==> src/rtl/rip_lsu.sv <==
// Load/store unit: maps byte/half/word/dword requests onto a word-wide memory port.
// Define RIP_LSU_MISALIGNED_EN to split word-crossing accesses into two beats.
module rip_lsu #(
  parameter int unsigned DATA_WIDTH = 32,
  parameter int unsigned ADDR_WIDTH = 32
) (
  input  logic                    clk,
  input  logic                    rst,
  input  logic                    req_valid,
  output logic                    req_ready,
  input  logic                    req_we,
  input  logic [1:0]              req_size,
  input  logic                    req_signed,
  input  logic [ADDR_WIDTH-1:0]   req_addr,
  input  logic [DATA_WIDTH-1:0]   req_wdata,
  output logic                    resp_valid,
  output logic                    resp_err,
  output logic [DATA_WIDTH-1:0]   resp_rdata,
  output logic                    mem_re,
  output logic [DATA_WIDTH/8-1:0] mem_we,
  output logic [ADDR_WIDTH-1:0]   mem_addr,
  output logic [DATA_WIDTH-1:0]   mem_din,
  input  logic [DATA_WIDTH-1:0]   mem_dout
);
  localparam int unsigned NUM_COL = DATA_WIDTH / 8;
  localparam int unsigned OFF_W   = $clog2(NUM_COL);

  typedef enum logic [1:0] {StIdle, StBeat0, StBeat1, StDone} state_e;
  state_e state_q, state_d;

  logic                  we_q, signed_q, err_q;
  logic [1:0]            size_q;
  logic [ADDR_WIDTH-1:0] addr_q;
  logic [DATA_WIDTH-1:0] wdata_q;

  logic                  accept, req_illegal;
  int unsigned           req_bytes_i, off_i, bytes_i, end_i;
  logic [ADDR_WIDTH-1:0] word_addr;
  logic [DATA_WIDTH-1:0] lo_word, shifted, load_data;
  logic                  sign_bit;

  assign req_ready = (state_q == StIdle) && !rst;
  assign accept    = req_valid && req_ready;
  assign word_addr = {addr_q[ADDR_WIDTH-1:OFF_W], {OFF_W{1'b0}}};

  always_comb begin
    req_bytes_i = 32'd1 << req_size;
    req_illegal = (req_size == 2'd3) && (DATA_WIDTH == 32);
`ifndef RIP_LSU_MISALIGNED_EN
    // Without splitting, anything not naturally aligned cannot be served.
    if ((32'(req_addr[OFF_W-1:0]) & (req_bytes_i - 32'd1)) != 32'd0) req_illegal = 1'b1;
`endif
    off_i   = 32'(addr_q[OFF_W-1:0]);
    bytes_i = 32'd1 << size_q;
    end_i   = off_i + bytes_i;
  end

  always_ff @(posedge clk or posedge rst) begin
    if (rst) begin
      state_q  <= StIdle;
      we_q     <= 1'b0;
      signed_q <= 1'b0;
      err_q    <= 1'b0;
      size_q   <= 2'd0;
      addr_q   <= '0;
      wdata_q  <= '0;
    end else begin
      state_q <= state_d;
      if (accept) begin
        we_q     <= req_we;
        signed_q <= req_signed;
        err_q    <= req_illegal;
        size_q   <= req_size;
        addr_q   <= req_addr;
        wdata_q  <= req_wdata;
      end
    end
  end

`ifdef RIP_LSU_MISALIGNED_EN
  logic                  cross;
  logic [DATA_WIDTH-1:0] lo_q;

  assign cross = end_i > NUM_COL;

  always_ff @(posedge clk or posedge rst) begin
    if (rst) begin
      lo_q <= '0;
    end else if (state_q == StBeat1 && !we_q) begin
      lo_q <= mem_dout;
    end
  end

  assign lo_word = cross ? lo_q : mem_dout;
`else
  assign lo_word = mem_dout;
`endif

  // Low word holds the first beat; shifting the pair right by the offset aligns byte 0.
  always_comb begin
    shifted = DATA_WIDTH'({mem_dout, lo_word} >> (8 * off_i));
    unique case (size_q)
      2'd0:    sign_bit = shifted[7];
      2'd1:    sign_bit = shifted[15];
      2'd2:    sign_bit = shifted[31];
      default: sign_bit = shifted[DATA_WIDTH-1];
    endcase
    for (int unsigned i = 0; i < DATA_WIDTH; i++) begin
      load_data[i] = (i < 8 * bytes_i) ? shifted[i] : (signed_q & sign_bit);
    end
  end

  always_comb begin
    state_d    = state_q;
    mem_re     = 1'b0;
    mem_we     = '0;
    mem_addr   = '0;
    mem_din    = '0;
    resp_valid = 1'b0;
    resp_err   = 1'b0;
    resp_rdata = '0;
    unique case (state_q)
      StIdle: begin
        if (accept) state_d = req_illegal ? StDone : StBeat0;
      end
      StBeat0: begin
        mem_addr = word_addr;
        mem_re   = !we_q;
        mem_din  = wdata_q << (8 * off_i);
        for (int unsigned i = 0; i < NUM_COL; i++) begin
          mem_we[i] = we_q && (i >= off_i) && (i < end_i);
        end
`ifdef RIP_LSU_MISALIGNED_EN
        state_d = cross ? StBeat1 : StDone;
`else
        state_d = StDone;
`endif
      end
      StBeat1: begin
`ifdef RIP_LSU_MISALIGNED_EN
        mem_addr = word_addr + ADDR_WIDTH'(NUM_COL);
        mem_re   = !we_q;
        mem_din  = wdata_q >> (8 * (NUM_COL - off_i));
        for (int unsigned i = 0; i < NUM_COL; i++) begin
          mem_we[i] = we_q && (i + NUM_COL < end_i);
        end
`endif
        state_d = StDone;
      end
      StDone: begin
        state_d    = StIdle;
        resp_valid = 1'b1;
        resp_err   = err_q;
        if (!we_q && !err_q) resp_rdata = load_data;
      end
      default: state_d = StIdle;
    endcase
  end

endmodule

==> config.mk <==
export PLATFORM = sky130hd
export DESIGN_NAME = rip_lsu
export DESIGN_NICKNAME = d
export VERILOG_FILES = /design/src/rtl/rip_lsu.sv
export SDC_FILE = /design/constraint.sdc
export NUM_CORES = 1
export LEC_CHECK = 0
export CORE_ASPECT_RATIO = 0.8
export CORE_UTILIZATION = 48
export CTS_BUF_LIST = sky130_fd_sc_hd__clkbuf_2 sky130_fd_sc_hd__clkbuf_4 sky130_fd_sc_hd__clkbuf_8
export DETAILED_ROUTE_END_ITERATION = 8
export PLACE_DENSITY = 0.85
export SLEW_MARGIN = 0
export SYNTH_ARGS = -nofsm -noshare
export SYNTH_HDL_FRONTEND = slang
export SYNTH_SLANG_ARGS = --single-unit
export TNS_END_PERCENT = 1
==> constraint.sdc <==
create_clock -name clk -period 4.18 [get_ports clk]
set_input_delay 0.418 -clock clk [delete_from_list [all_inputs] [get_ports clk]]
set_output_delay 0.418 -clock clk [all_outputs]
set_load 0.02 [all_outputs]
-- Word level (Yosys, flattened, before mapping)
Cells that the tools add are included.
- register bits after elaboration: 71
- bits of input ports: 103
- output and inout bits: 104
- logic and storage cells: 124
- add/sub/neg operators: 2
- $lt $le $gt $ge: 40
- eq/ne operators: 6
- shifts and indexed selects: 4
- muxes and demuxes: 45
- bitwise logic cells: 2
- reduce and logical (&&, ||, !) cells: 18
- operators with widths (kind ; count):
    < comparator 5 x 32 -> 1 bit (first input constant) ; 16
    < comparator 4 x 32 -> 1 bit (first input constant) ; 8
    < comparator 1 x 32 -> 1 bit (first input constant) ; 4
    < comparator 2 x 32 -> 1 bit (first input constant) ; 4
    < comparator 3 x 32 -> 1 bit (first input constant) ; 4
    2-to-1 mux 32 bit ; 4
    << shifter 1 x 2 -> 32 bit (first input constant) ; 2
    right shift 64 x 5 -> 32 bit ; 1
    2-to-1 mux 1 bit ; 36
    adder 2 x 32 -> 32 bit ; 1
    AND 2 x 32 -> 32 bit ; 1
    nonzero test 32 bit ; 1
    << shifter 32 x 5 -> 32 bit ; 1
    subtractor 32 x 1 -> 32 bit (second input constant) ; 1
    logical AND 1 bit ; 11
    equality test 2 bit (second input constant) ; 3
    one-hot mux 2 bit (3 select lines) ; 1
    equality test 2 x 1 -> 1 bit (second input constant) ; 2
    greater-or-equal comparator 1 x 2 -> 1 bit (first input constant) ; 2
    greater-or-equal comparator 2 bit (first input constant) ; 2
    zero test 2 bit ; 2
    2-to-1 mux 2 bit ; 2
    2-to-1 mux 4 bit ; 1
    zero test 1 bit ; 3
    4 further kinds ; 4

-- Depth between registers and ports, before layout
- word-level depth: 8
- depth in mapped cells: 9
- mapped depth without buffers: 8

-- Worst setup path after synthesis
Ideal clock, no wire load.
- path kind: register to output
- start: register size_q[0]
- end: output port mem_we[0]
- arrival time: 2.378 ns
- data required time: 3.762 ns
- slack: 1.384 ns
- cell stages (with the launch flop): 9
- buffers on the path: 1
- path through: dfrtp_1 -> or2_1 -> clkbuf_1 -> inv_1 -> ha_1 -> inv_1 -> fa_1 -> a22o_1 -> a311oi_1
- word-level cells in the longest chain between the ends: 5
- RTL lines (what ; RTL line ; RTL):
    start, declared ; 32 ; logic [1:0] size_q;
    start signal, assigned ; 73 ; size_q <= req_size;
    << shifter 1 x 2 -> 32 bit ; 54 ; bytes_i = 32'd1 << size_q;
    adder 2 x 32 -> 32 bit ; 55 ; end_i = off_i + bytes_i;
    < comparator 1 x 32 -> 1 bit ; 131 ; mem_we[i] = we_q && (i >= off_i) && (i < end_i);
    logical AND 1 bit ; 131 ;
    2-to-1 mux 4 bit ; 122 ; unique case (state_q)
    end, declared ; 20 ; output logic [DATA_WIDTH/8-1:0] mem_we,
Every way passes these cells.

-- Worst setup path in the final report
Ends and elaborated chain as after synthesis.

==> metrics.md <==
| Metric | Value |
|---|---|
| Final wirelength | 13.56 mm |
| Least-Margin Pin Slew | 0.9572 ns |
| I/O Buffers | 204 |
| Slew headroom | 0.3600 |
| Multi-input logic area | 2940 µm² |
| Slack of the critical path | 0.5784 ns |
| Clock Root Buffer | clkbuf_8 |
| Worst setup SP type | register |
| Reg-to-reg setup timing slack | 1.78 ns |
| Gate power share | 0.640 |
| Number of fill cells in the layout | 719 |
| Endpoints failing setup | 0 |
| Drt wl/cell | 17.84 µm |
| Vias in the first global route | 4238 |
| FF/Latch Area | 1782 µm² |
| Data required, critical path | 3.76 ns |
| DP Worst Slack | 0.9740 ns |
| Worst setup path category | register to output pin |
| Global-route wire length before repair | 21.71 mm |
| P_leak | 2.985 nW |
| Flop pwr share | 0.259 |
| Die width | 115.5 µm |
| DRC | 0 |
| Synthesized area | 4946 µm² |
| Sequential share of the synthesized area | 0.3592 |
| CP max stage cell | clkdlybuf4s50_1 |
| Pwr Density | 701.7 nW/µm² |
| Final setup TNS | 0 ns |
| Cell variety after synth | 43 |
| PostCTS Resize Cnt | 0 |
| Area of the core | 9809 µm² |
| Clock buffer depth | 2 |
| Delay-heaviest family, CP | buffers and inverters |
| # nets final | 730 |
| Largest net degree at the start of global routing | 64 |
| Max-slew violations | 0 |
| CP cell instances | or2_1 > inv_1 > ha_1 > inv_1 > fa_1 > a22o_1 > a311oi_1 > clkdlybuf4s50_1 |
| Initial antenna violation count | 0 |
| Clock sinks | 71 |
| Area grow syn2layout | 45.76% |
| Prevailing post-synth register cell | dfrtp_1 |
| Row cnt | 32 |
| Post-synth EDFFs | 0 |
| Final instance area | 7209 µm² |
| CTS tree | yes |
| Clk_lat worst skew | 0.35 ns |
| # hold bufs at CTS | 0 |
| Final hold slack | 0.4992 ns |
| Worst-path clk slew | 0.08 ns |
| Worst path bufs/invs | 3 |
| ANT nets after route | 0 |
| Avg Cell Area, Syn | 11.34 µm² |
| Placer Congestion | 0.8940 |
| Post-CTS Setup Repair Bufs | 0 |
| Grt ovf | 0 |
| NetSw | 2.107 mW |
| Clock power share | 0.101 |
| Max layer used | met4 |
| Met1 wire length | 5.700 mm |
| Period utilization | 0.8616 |
| Max Clk Rate | 277.7 MHz |
| Post-DP Area | 7025 µm² |
| Status | finished, final reports clean |
| P_int | 2.952 mW |
| Antenna cells | 0 |
| Post-synth ARST share | 1.000 |
| WL met3 | 1.103 mm |
| Hpwl dp | 10.09 mm |
| Pre-antenna DRT Iters | 5 |
| Commonest non-fill, non-tap cell in the layout | clkdlybuf4s50_1 |
| Max incr delay on CP | 0.64 ns |
| Drt initial violations | 268 |
| Initial Utilization | 0.5042 |
| CP Data Arrival Time | 3.18 ns |
| Crit path top cell by count | inv_1 |
| Io pins | 207 |
| Skew final | 0.01306 ns |
| DR vias/cell | 5.436 |
| Minimum clock period | 3.602 ns |
| DR WL met2 | 6.584 mm |
| Commonest non-fill, non-tap cells in the layout | clkdlybuf4s50_1 (204), mux2_2 (90), dfrtp_1 (69), and2_1 (39), mux2i_1 (31) |
| FF+latch count, synth | 71 |
| Total Routing Usage GR | 0.2646 |
| RSZ-0062 raised after global routing | false |
| Final count of hold timing violations | 0 |
| CP max FO | 9 |
| VDD IR-drop max | 0.3923 mV |
| Sw Ratio | 0.4165 |
| H-tree depth | 3 |
| Layout cells sized above 1 | 0.2324 |
| Chip height | 92.79 µm |
| Synth Warn # | 0 |
| Post-synthesis cell count | 436 |
| Max cap viols | 0 |
| Via count | 4131 |
| DIE AREA | 10720 µm² |
| Crit path capture type | output pin |
| Worst min path class | register to register |
| CTS Buf Count | 9 |
logic make-up (layout without fill, tap and decap cells):
family | Yosys count | count (layout) | synth area share
other | 1 | 2 | 0.0007582
muxes | 142 | 142 | 0.3648
and+or+nand+nor | 109 | 109 | 0.1186
DFF | 71 | 71 | 0.3592
buffers and inverters | 48 | 235 | 0.04705
adders and majority gates | 8 | 8 | 0.02175
AOI/OAI and AO/OA | 57 | 57 | 0.08778
sequential cells by signal (all words and copies together), names as in the netlist:
signal / cells
we_q: 1
state_q: 2
size_q: 2
addr_q: 32
signed_q: 1
wdata_q: 32
err_q: 1
through the flow:
step	power (mW)	cells	utilization
after global routing	5.395	760	0.7349
after floorplan	3.416	437	-
after detailed placement	4.559	744	0.7162
after global placement	4.456	744	0.7162
final	5.059	760	0.7349
after CTS	5.084	760	0.7349
power groups by stage:
stage | sequential [mW] | combinational, mW | clock [mW]
2_1_floorplan | 1.18 | 2.23 | 0
4_1_cts | 1.30 | 3.26 | 0.522
5_1_grt | 1.36 | 3.48 | 0.552
3_3_place_gp | 1.28 | 3.17 | 0
6_report | 1.31 | 3.24 | 0.512
3_5_place_dp | 1.32 | 3.24 | 0
final timing paths:
check / from / end / cells after the start
max: size_q[0]$_DFFE_PP0P_ / mem_we[0] / 8
min: addr_q[15]$_DFFE_PP0P_ / addr_q[15]$_DFFE_PP0P_ / 1
max reg2reg: state_q[1]$_DFFE_PP0P_ / wdata_q[9]$_DFFE_PP0P_ / 5
min reg2reg: addr_q[15]$_DFFE_PP0P_ / addr_q[15]$_DFFE_PP0P_ / 1
max in group asynchronous: rst / wdata_q[21]$_DFFE_PP0P_ / 3
min in group asynchronous: rst / addr_q[5]$_DFFE_PP0P_ / 2
cell usage after synthesis (2+ instances only):
cell type  count  share of area
mux4_1         2          0.011
buf_4          5         0.0076
a21oi_1       10          0.010
o211a_1        8          0.016
mux2_2        90           0.20
o2bb2ai_1      9          0.016
mux2i_1       31          0.063
a21boi_0       8          0.012
o22ai_1        7         0.0089
dfrtp_1       71           0.36
nor2b_1        5         0.0063
ha_1           7          0.018
mux4_2        18          0.082
a211oi_1       7          0.011
nand2_1       29          0.022
and2_1        39          0.049
or2_2          8          0.010
inv_1          9         0.0068
clkbuf_1      11         0.0083
buf_2         21          0.021
nand2b_1       2         0.0025
nor2_1        18          0.014
cell type report:
class,instances,area share
tap,136,0.02360
timing repair buffer,210,0.2912
clock inverter,3,0.002430
sequential,71,0.2471
multi-input combinational,318,0.4078
clock buffer,13,0.02308
inverter,9,0.004686
layer usage:
layer / GRT usage / vias to the layer above
met2: 0.4391 / 153
met3: 0.08312 / 15
met5: 0 / -
met1: 0.3306 / 2030
met4: 0.07359 / 0
li1: - / 1933
Power figures use the tool's default switching activity.
